`src/rtl/food_spawn_ctrl.sv`:
```
// Food placement sequencer: samples the random coordinate source, snaps and range-checks it,
// queries the snake-body occupancy checker and commits the food cell or a fixed fallback.
module food_spawn_ctrl #(
    parameter int GRID       = 10,
    parameter int X_MIN      = 90,
    parameter int X_MAX      = 350,
    parameter int Y_MIN      = 90,
    parameter int Y_MAX      = 350,
    parameter int MAX_TRIES  = 16,
    parameter int FALLBACK_X = 220,
    parameter int FALLBACK_Y = 220
) (
    input  logic       clk,
    input  logic       reset_n,
    input  logic       spawn_req,
    input  logic [9:0] rand_x,
    input  logic [8:0] rand_y,
    output logic       chk_valid,
    output logic [9:0] chk_x,
    output logic [8:0] chk_y,
    input  logic       chk_done,
    input  logic       chk_hit,
    output logic [9:0] food_x,
    output logic [8:0] food_y,
    output logic       food_valid,
    output logic       spawn_done,
    output logic       used_fallbk,
    output logic       busy
);

    localparam int TW = $clog2(MAX_TRIES + 1);

    localparam logic [10:0]   GRID_W = 11'(GRID);
    localparam logic [10:0]   XMIN_W = 11'(X_MIN);
    localparam logic [10:0]   XMAX_W = 11'(X_MAX);
    localparam logic [10:0]   YMIN_W = 11'(Y_MIN);
    localparam logic [10:0]   YMAX_W = 11'(Y_MAX);
    localparam logic [TW-1:0] MAX_T  = TW'(MAX_TRIES);
    localparam logic [9:0]    FB_X   = 10'(FALLBACK_X);
    localparam logic [8:0]    FB_Y   = 9'(FALLBACK_Y);

    typedef enum logic [1:0] {IDLE, SAMPLE, CHECK} state_e;

    state_e        state_q, state_d;
    logic          captured_q, captured_d;
    logic [9:0]    samp_x_q, samp_x_d;
    logic [8:0]    samp_y_q, samp_y_d;
    logic [TW-1:0] tries_q, tries_d;
    logic          chk_valid_q, chk_valid_d;
    logic [9:0]    chk_x_q, chk_x_d;
    logic [8:0]    chk_y_q, chk_y_d;
    logic [9:0]    food_x_q, food_x_d;
    logic [8:0]    food_y_q, food_y_d;
    logic          food_valid_q, food_valid_d;
    logic          spawn_done_q, spawn_done_d;
    logic          used_fb_q, used_fb_d;

    logic [10:0]   rx_w, ry_w, dx, dy;
    logic [9:0]    snap_x;
    logic [8:0]    snap_y;
    logic          x_ok, y_ok, retry;
    logic [TW-1:0] tries_inc;

    // Range check runs on the raw sample; the offset is only formed once it passes.
    assign rx_w   = {1'b0, samp_x_q};
    assign ry_w   = {2'b0, samp_y_q};
    assign x_ok   = (rx_w >= XMIN_W) && (rx_w <= XMAX_W);
    assign y_ok   = (ry_w >= YMIN_W) && (ry_w <= YMAX_W);
    assign dx     = x_ok ? (rx_w - XMIN_W) : '0;
    assign dy     = y_ok ? (ry_w - YMIN_W) : '0;
    assign snap_x = 10'(XMIN_W + (dx / GRID_W) * GRID_W);
    assign snap_y = 9'(YMIN_W + (dy / GRID_W) * GRID_W);

    assign tries_inc = tries_q + TW'(1);

    always_comb begin
        // NOTE: every _d gets its hold value first so no path through the case infers a latch.
        state_d      = state_q;
        captured_d   = captured_q;
        samp_x_d     = samp_x_q;
        samp_y_d     = samp_y_q;
        tries_d      = tries_q;
        chk_valid_d  = chk_valid_q;
        chk_x_d      = chk_x_q;
        chk_y_d      = chk_y_q;
        food_x_d     = food_x_q;
        food_y_d     = food_y_q;
        food_valid_d = food_valid_q;
        spawn_done_d = 1'b0;
        used_fb_d    = used_fb_q;
        retry        = 1'b0;

        case (state_q)
            IDLE: begin
                if (spawn_req) begin
                    state_d      = SAMPLE;
                    captured_d   = 1'b0;
                    food_valid_d = 1'b0;
                    tries_d      = '0;
                end
            end
            SAMPLE: begin
                if (!captured_q) begin
                    samp_x_d   = rand_x;
                    samp_y_d   = rand_y;
                    captured_d = 1'b1;
                end else begin
                    captured_d = 1'b0;
                    if (x_ok && y_ok) begin
                        chk_x_d     = snap_x;
                        chk_y_d     = snap_y;
                        chk_valid_d = 1'b1;
                        state_d     = CHECK;
                    end else begin
                        retry = 1'b1;
                    end
                end
            end
            CHECK: begin
                if (chk_done) begin
                    chk_valid_d = 1'b0;
                    if (!chk_hit) begin
                        food_x_d     = chk_x_q;
                        food_y_d     = chk_y_q;
                        food_valid_d = 1'b1;
                        spawn_done_d = 1'b1;
                        used_fb_d    = 1'b0;
                        state_d      = IDLE;
                    end else begin
                        retry = 1'b1;
                    end
                end
            end
            default: state_d = IDLE;
        endcase

        // Budget exhausted: commit the fallback cell without querying the checker.
        if (retry) begin
            tries_d = tries_inc;
            if (tries_inc == MAX_T) begin
                food_x_d     = FB_X;
                food_y_d     = FB_Y;
                food_valid_d = 1'b1;
                spawn_done_d = 1'b1;
                used_fb_d    = 1'b1;
                state_d      = IDLE;
            end else begin
                state_d    = SAMPLE;
                captured_d = 1'b0;
            end
        end
    end

    always_ff @(posedge clk or negedge reset_n) begin
        if (!reset_n) begin
            state_q      <= IDLE;
            captured_q   <= 1'b0;
            samp_x_q     <= '0;
            samp_y_q     <= '0;
            tries_q      <= '0;
            chk_valid_q  <= 1'b0;
            chk_x_q      <= '0;
            chk_y_q      <= '0;
            food_x_q     <= FB_X;
            food_y_q     <= FB_Y;
            food_valid_q <= 1'b0;
            spawn_done_q <= 1'b0;
            used_fb_q    <= 1'b0;
        end else begin
            state_q      <= state_d;
            captured_q   <= captured_d;
            samp_x_q     <= samp_x_d;
            samp_y_q     <= samp_y_d;
            tries_q      <= tries_d;
            chk_valid_q  <= chk_valid_d;
            chk_x_q      <= chk_x_d;
            chk_y_q      <= chk_y_d;
            food_x_q     <= food_x_d;
            food_y_q     <= food_y_d;
            food_valid_q <= food_valid_d;
            spawn_done_q <= spawn_done_d;
            used_fb_q    <= used_fb_d;
        end
    end

    assign chk_valid   = chk_valid_q;
    assign chk_x       = chk_x_q;
    assign chk_y       = chk_y_q;
    assign food_x      = food_x_q;
    assign food_y      = food_y_q;
    assign food_valid  = food_valid_q;
    assign spawn_done  = spawn_done_q;
    assign used_fallbk = used_fb_q;
    assign busy        = (state_q != IDLE);

endmodule
```
`config.mk`:
```
export PLATFORM = sky130hd
export DESIGN_NAME = food_spawn_ctrl
export DESIGN_NICKNAME = d
export VERILOG_FILES = /design/src/rtl/food_spawn_ctrl.sv
export SDC_FILE = /design/constraint.sdc
export NUM_CORES = 1
export LEC_CHECK = 0
export ABC_AREA = 1
export CAP_MARGIN = 40
export CORE_UTILIZATION = 60
export DETAILED_ROUTE_END_ITERATION = 10
export DONT_BUFFER_PORTS = 1
export GPL_TIMING_DRIVEN = 1
export PLACE_DENSITY = 0.82
export SYNTH_ARGS = -nofsm -noshare
export SYNTH_HDL_FRONTEND = slang
export SYNTH_SLANG_ARGS = --single-unit
```
`constraint.sdc`:
```
create_clock -name clk -period 9.9 [get_ports clk]
set_clock_uncertainty 0.15 [all_clocks]
set_input_delay 1.485 -clock clk [delete_from_list [all_inputs] [get_ports clk]]
set_output_delay 1.485 -clock clk [all_outputs]
set_load 0.02 [all_outputs]
```
==> flow_summary.toml, run 1 <==
[outcome]
outcome = "finished, final reports clean"

[clock_network]
insertion_delay_ps = 350
post_cts_buffers = 0
ctsLongestPathBuffers = 2
cts-buffers-inserted = 9
post_cts_resized = 0
clk_pin_slew_worst_paths_ps = 80
clock_sinks = 67
postCtsHoldBufs = 0
htreeDepth = 3
root_buffer = "clkbuf_8"
cts_tree = "done"

[setup_path]
rr_startpoint = "samp_y_q[1]"
crit_type = "reg -> reg"
crit_path_frequent_cell = "nand2_1"
ff2ff_path_depth = 36
slowest_stage = "dfrtp_1"
cp.required_ps = 10040
start_kind = "flop"
crit_fanout = 5
cp-end-kind = "flop"
r2r_setup_slack_ps = 4600
r2r-end = "chk_y[8]"
crit_arrival_ps = 5440
max_stage_delay_ps = 420

[logic_synthesis]
synth_edf_count = 0
yosysWarnings = 0
synthArstFlopShare_pct = 100
syn_inst = 694
synth_top_flop_cell = "dfrtp_1"
synth_top_area_share_pct = 29.1
synth_top_cell_by_area = "dfrtp_1"
syn_area_sq_um = 4910
synth_cell_type_count = 45
synthTopCellsByArea = "dfrtp_1, nand2_1, ha_1, inv_1, nand3_1"
syn_area_per_cell_sq_um = 7.07
ys_ff_latch = 67
yosysSeqAreaShare_pct = 34.4

[route]
final_antenna_net_count = 0
vias = 4358
wl_per_cell_um = 12.7
detail_route.iter0.violations = 146
drc = 0
viasPerCell = 5.43
wirelength_um = 10200
dr.pass1.iters = 4

[global_routing]
grt_use_total_pct = 25.6
gr-total-overflow = 0
grt_pass1_vias = 4193
grt_pass1_wl_um = 17700
grt_max_degree = 68
antenna_found_initial = 0

[sta]
tns_ps = 0
setup_viol_count_final = 0
hold_viol = 0
final.min_clock_period_ps = 5300
rsz0062_at_grt = "no"
worst-slew-pin-transition_ps = 819
finalCritPeriodShare_pct = 53.6
max_freq_mhz = 189
slew_viol_final = 0
relSlewSlack_pct = 45.2

[final_layout]
syn_to_final_growth_pct = 6.58
layout_commonest_cell = "nand2_1"
final_area_sq_um = 5230
final_cells = 802
num_antenna_cells = 0
fill_cells = 657
final_layout_size_suffix_gt1_share_pct = 12.4
multi_input_area_sq_um = 2770
regArea_sq_um = 1690
fin_nets = 752
final_cell_mix = "nand2_1, inv_1, nand3_1"

[floorplan]
design.die.area_sq_um = 8550
io_pins = 67
core_sq_um = 7810
rows = 32
die_h_um = 92.4
dieWidth_um = 92.4
start_util_pct = 62.9

[min_path]
whs_endpoint = "tries_q[0]"
hold_depth = 1
hold_class = "reg -> reg"
hp-start = "tries_q[0]"

[run]
max_cap_viol_count = 0

[placement]
placedCellCount = 786
placed_area_sq_um = 4980
portBuffers = 0
gp_congestion = 0.861
dp_hpwl_um = 8020
-- critical path: cells and delay by family, from the launching register on --
family	cells	cell delay [ps]
compound gates	4	790
buf+inv	3	250
fa+ha+maj	4	950
simple gates	23	2270
xor+xnor	2	410
flops	1	420
-- logic make-up (layout without fill, tap and decap cells) --
group | count (synthesis) | in the layout | synth area share, %
flops | 67 | 67 | 34.4
compound gates | 87 | 87 | 10.3
other cells | 1 | 2 | 0.0764
xor+xnor | 16 | 16 | 2.85
buf+inv | 113 | 118 | 9.33
simple gates | 377 | 377 | 34.3
fa+ha+maj | 33 | 33 | 8.72
-- state kept, by name, summed over array words and instances, names as in the netlist --
| signal | count |
|---|---|
| food_valid | 1 |
| samp_y_q | 9 |
| state_q | 2 |
| spawn_done | 1 |
| tries_q | 5 |
| used_fallbk | 1 |
| chk_valid | 1 |
| chk_y | 8 |
| samp_x_q | 10 |
| captured_q | 1 |
| food_x | 10 |
| food_y | 9 |
| chk_x | 9 |
-- synthesized netlist by cell type, types with 2 or more instances --
library cell and number:
inv_1 88, nand4_1 9, dfstp_2 10, dfrtp_1 57, nand2_4 3, nor2_1 51
xnor2_1 5, nand3_2 4, nor3_1 8, nand3b_1 2, o211ai_1 8, buf_4 2
nor2_4 2, o21ai_1 3, inv_2 11, ha_1 31, buf_6 2, clkbuf_1 8
xor2_1 11, o21ai_2 2, nor2_2 4, o211ai_2 2, o21ai_0 44, nand3_1 61
nand2_1 204, fa_1 2, a21oi_1 18, nand2_2 25
-- metrics by stage --
step	setup slack (ps)	utilization (%)	hold slack, ps
2_1_floorplan	5300	-	315
3_3_place_gp	4830	63.6	338
3_5_place_dp	4620	63.8	348
4_1_cts	4630	67.0	358
5_1_grt	4160	67.0	382
6_report	4600	67.0	354
-- worst max-delay path by stage --
stage | startpoint | end | slack, ps | cells after the start
floorplan | samp_y_q[1] | chk_y[8] | 5300 | 39
global placement | samp_y_q[1] | chk_y[8] | 4830 | 36
detailed placement | samp_y_q[1] | chk_y[8] | 4620 | 36
CTS | samp_y_q[2] | chk_y[8] | 4630 | 36
global route | samp_y_q[1] | chk_y[8] | 4160 | 38
finish | samp_y_q[1] | chk_y[8] | 4600 | 36
-- cell type report --
cell class / instances / share of cell area, %
Clock buffer: 9 / 2.37
Clock inverter: 7 / 2.37
Inverter: 100 / 7.20
Multi-Input combinational cell: 515 / 52.9
Sequential cell: 67 / 32.3
Tap cell: 102 / 2.44
Timing Repair Buffer: 2 / 0.431
-- layer usage --
layer	part of all wire [%]	global-route usage [%]	wire length, um	up-vias
li1	-	-	-	2217
met4	1.7	10.4	176	0
met2	48	44.7	4910	134
met5	0	0	0	-
met1	43	29.9	4430	1988
met3	6.6	6.40	675	19
Power of run 1 is left out: the tool's default activity adds up to more than one toggle a clock period on the data nets, which glitch-free logic cannot reach.
==> run 2, diff against run 1 <==
ABC_AREA = 0   (was 1)
clock period = 5.2 ns   (was 9.9 ns; I/O delays follow)
==> flow_summary.toml, run 2 <==
[final_layout]
fill_cells = 626
regArea_sq_um = 1690
final_cell_mix = "nand2_1, buf_4, dfrtp_1"
num_antenna_cells = 0
fin_nets = 743
layout_commonest_cell = "nand2_1"
syn_to_final_growth_pct = 18.5
final_layout_size_suffix_gt1_share_pct = 25.2
final_area_sq_um = 6340
fin_util_pct = 73.1
multi_input_area_sq_um = 3740

[sta]
hold_ws_ps = 112
hold_viol = 0
rsz0062_at_grt = "yes"
setup_viol_count_final = 0
final.min_clock_period_ps = 5120
relSlewSlack_pct = 44.0
slew_viol_final = 0
max_freq_mhz = 195
worst-slew-pin-transition_ps = 833
finalCritPeriodShare_pct = 98.4

[logic_synthesis]
synth_edf_count = 0
ys_ff_latch = 67
synth_common_cells = "nand2_1, dfrtp_1, o21ai_0"
synthArstFlopShare_pct = 100
syn_inst = 643
synthTopCellsByArea = "dfrtp_1, nand2_1, ha_1, dfstp_2, o21ai_0"
synth_top_area_share_pct = 26.7
syn_area_per_cell_sq_um = 8.32
yosysWarnings = 0
synthMostInstantiatedCell = "nand2_1"
syn_area_sq_um = 5350
synth_cell_type_count = 80
synth_top_flop_cell = "dfrtp_1"
yosysSeqAreaShare_pct = 31.6
synth_top_cell_by_area = "dfrtp_1"

[route]
dr.pass1.iters = 5
wirelength_um = 13300
drc = 0
final_antenna_net_count = 0
vias = 5025
detail_route.iter0.violations = 324
wl_per_cell_um = 16.6
viasPerCell = 6.29

[global_routing]
grt_pass1_wl_um = 19900
grt_use_total_pct = 27.3
gr-total-overflow = 0
antenna_found_initial = 0
grt_pass1_vias = 4612
grt_max_degree = 58

[setup_path]
cp.required_ps = 5340
start_kind = "flop"
crit_arrival_ps = 5250
cp-end-kind = "flop"
crit_fanout = 7
crit_type = "reg -> reg"

[clock_network]
clk_pin_slew_worst_paths_ps = 80
htreeDepth = 3
clock_sinks = 67
insertion_delay_ps = 350
root_buffer = "clkbuf_8"
ctsLongestPathBuffers = 2
cts-buffers-inserted = 9
cts_tree = "done"

[outcome]
outcome = "finished, final reports clean"

[floorplan]
core_sq_um = 8680
design.die.area_sq_um = 9300
die_h_um = 96.4
rows = 34
io_pins = 67
start_util_pct = 61.6
dieWidth_um = 96.4

[run]
max_cap_viol_count = 0

[placement]
gp_congestion = 0.914
portBuffers = 0
placed_area_sq_um = 5660
dp_hpwl_um = 9380

[min_path]
hold_class = "in -> async"
run 2: area by class of cell:
cell class / instances / share of cell area [%]
inverters: 21 / 1.24
repair buffers: 63 / 7.87
clock buffers: 9 / 1.95
multi-input cells: 524 / 58.9
flip-flops and latches: 67 / 26.7
well taps: 108 / 2.13
clock inverters: 7 / 1.20
run 2: path summary, 6_finish.rpt:
path	start	endpoint	slack, ps	depth (start not counted)
max	samp_x_q[7]	chk_x[8]	80	21
min	reset_n	food_x[6]	110	0
max reg2reg	samp_x_q[7]	chk_x[8]	80	21
min reg2reg	food_x[2]	food_x[2]	400	2
max in group asynchronous	reset_n	samp_x_q[4]	4500	1
min in group clk	rand_x[9]	samp_x_q[9]	390	2
run 2: logic make-up after synthesis:
kind of cell / after synthesis / synth area share, %
AOI/OAI and AO/OA: 160 / 21.0
xor gates and xnor gates: 39 / 6.38
adders and majority gates: 35 / 8.37
buffers and inverters: 55 / 4.58
DFF: 67 / 31.6
muxes: 19 / 4.00
other: 1 / 0.0701
and+or+nand+nor: 267 / 24.0
run 2: through the flow:
stage	setup TNS [ps]	worst slack, ps	cells
finish	0	82.9	799
global route	-237	-95.5	799
CTS	0	13.6	779
detailed placement	-192	-159	762
global placement	-47.7	-47.7	758
floorplan	0	15.7	644
run 2: routing by layer:
layer	track usage [%]	share of wire, %
met5	0	0
met4	12.0	2.8
met1	33.0	41
met3	3.99	7.5
met2	48.3	48
run 2: worst max-delay path, stage by stage (launching register included):
cell and delay, ps:
dfrtp_2 460, or2_4 290, or4_4 540, a32o_2 310, a211oi_4 230, buf_4 190
a31oi_4 50, or3_4 430, a21oi_2 160, a221oi_2 80, inv_1 110, ha_1 240
ha_1 220, inv_1 70, fa_2 200, inv_1 50, a21o_1 160, a21oi_1 170
xor2_1 250, nand2_1 70, or4_1 500, nand4_1 100
run 2: timing repair:
| action | in CTS | in global routing |
|---|---|---|
| gates resized for setup | 7 | 57 |
| pin swaps | 0 | 23 |
| endpoints found under the setup margin | 3 | 7 |
| endpoints found under the hold margin | 57 | 0 |
| gates cloned | 0 | 2 |
| buffers inserted | 0 | 18 |
| hold buffers | 1 | 0 |
Power of run 2 is left out for the same reason.
==> run 3, diff against run 2 <==
clock period = 6.5 ns   (was 5.2 ns; I/O delays follow)
==> flow_summary.toml, run 3 (synthesis gave the netlist of run 2 again) <==
[global_routing]
grt_pass1_wl_um = 19800
gr-total-overflow = 0
grt_use_total_pct = 26.9
antenna_found_initial = 0
grt_max_degree = 68
grt_pass1_vias = 4385

[final_layout]
layout_commonest_cell = "nand2_1"
fill_cells = 746
syn_to_final_growth_pct = 3.55
num_antenna_cells = 0
final_layout_size_suffix_gt1_share_pct = 10.6
fin_nets = 682
final_cell_mix = "nand2_1, dfrtp_1, o21ai_0"

[route]
detail_route.iter0.violations = 276
drc = 0
final_antenna_net_count = 0
viasPerCell = 6.39
dr.pass1.iters = 5
wl_per_cell_um = 16.3
vias = 4715
wirelength_um = 12000

[placement]
gp_congestion = 0.924
dp_hpwl_um = 8820
portBuffers = 0

[clock_network]
ctsLongestPathBuffers = 2
clock_sinks = 67
post_cts_buffers = 0
htreeDepth = 3
clk_pin_slew_worst_paths_ps = 80
cts-buffers-inserted = 9
root_buffer = "clkbuf_8"
cts_tree = "done"
insertion_delay_ps = 350

[sta]
slew_viol_final = 0
rsz0062_at_grt = "no"
tns_ps = 0
max_freq_mhz = 167
worst-slew-pin-transition_ps = 892
final.min_clock_period_ps = 6000
relSlewSlack_pct = 40.3
hold_viol = 0
setup_viol_count_final = 0
finalCritPeriodShare_pct = 92.3

[setup_path]
start_kind = "flop"
crit_fanout = 11
r2r_setup_slack_ps = 500
crit_type = "reg -> reg"
rr_startpoint = "samp_x_q[1]"
ff2ff_path_depth = 22
crit_arrival_ps = 6130
r2r-end = "chk_x[8]"
cp.required_ps = 6640
cp-end-kind = "flop"

[floorplan]
start_util_pct = 61.6
design.die.area_sq_um = 9300
core_sq_um = 8680
rows = 34
io_pins = 67
dieWidth_um = 96.4
die_h_um = 96.4

[run]
max_cap_viol_count = 0

[outcome]
outcome = "finished, final reports clean"

[min_path]
hold_class = "in -> async"
## run 3: cell types whose count changed in the layout (fill, tap and decap cells not counted), moves of 4 or more
cell / delta
a21oi_1: +6
a21oi_2: -5
ha_1: +4
buf_4: -57
## run 3: what timing repair did
action                                  in CTS  in global routing
gates resized for setup                      0                  1
endpoints found under the setup margin       0                  1
hold buffers                                 0                  0
## run 3: worst max-delay path by stage
stage                      from        to  slack, ps  cells after the start
finish              samp_x_q[1]  chk_x[8]        500                     22
global route        samp_x_q[1]  chk_x[9]         50                     23
global placement    samp_x_q[1]  chk_x[9]        780                     21
floorplan           samp_y_q[1]  chk_y[8]       1320                     27
CTS                 samp_x_q[1]  chk_x[9]        540                     21
detailed placement  samp_x_q[1]  chk_x[9]        580                     21
## run 3: area by class of cell
type                            count  area [sq um]  share of cell area (%)
Timing Repair Buffer                4          32.5                   0.587
Sequential cell                    67          1690                    30.5
Clock buffer                        9           124                    2.24
Tap cell                          108           135                    2.44
Inverter                           21          78.8                    1.42
Clock inverter                      7          50.0                   0.903
Multi-Input combinational cell    522          3430                    61.9
## run 3: layer usage
metal	global-route usage, %	up-vias	wire length [um]
met2	46.7	187	5660
met4	5.51	0	100
li1	-	2285	-
met5	0	-	0
met1	34.5	2228	5370
met3	5.87	15	885
## run 3: per-stage QoR
| stage | hold WS [ps] | setup slack [ps] | instance area (sq um) | utilization (%) | std cells |
|---|---|---|---|---|---|
| after floorplan | 339 | 1320 | 5350 | - | 644 |
| after global placement | 366 | 784 | 5330 | 61.4 | 718 |
| after detailed placement | 375 | 578 | 5360 | 61.7 | 722 |
| after CTS | 154 | 535 | 5530 | 63.7 | 738 |
| after global routing | 145 | 53.7 | 5540 | 63.8 | 738 |
| final | 162 | 504 | 5540 | 63.8 | 738 |
## run 3: critical path, cell delays in order (launching register included)
cell	delay, ps
dfrtp_1	540
inv_1	100
ha_1	300
and3b_1	480
o21ai_0	180
o221ai_1	430
a32oi_4	230
mux2_4	370
a2111oi_1	520
a2111oi_1	150
o32ai_1	230
nand2_1	170
ha_1	230
ha_1	190
inv_1	80
fa_1	200
inv_1	50
a21o_1	180
a21oi_1	190
xor2_1	300
nand2_1	80
or4_1	500
nand4_1	100
Power of run 3 is left out for the same reason.
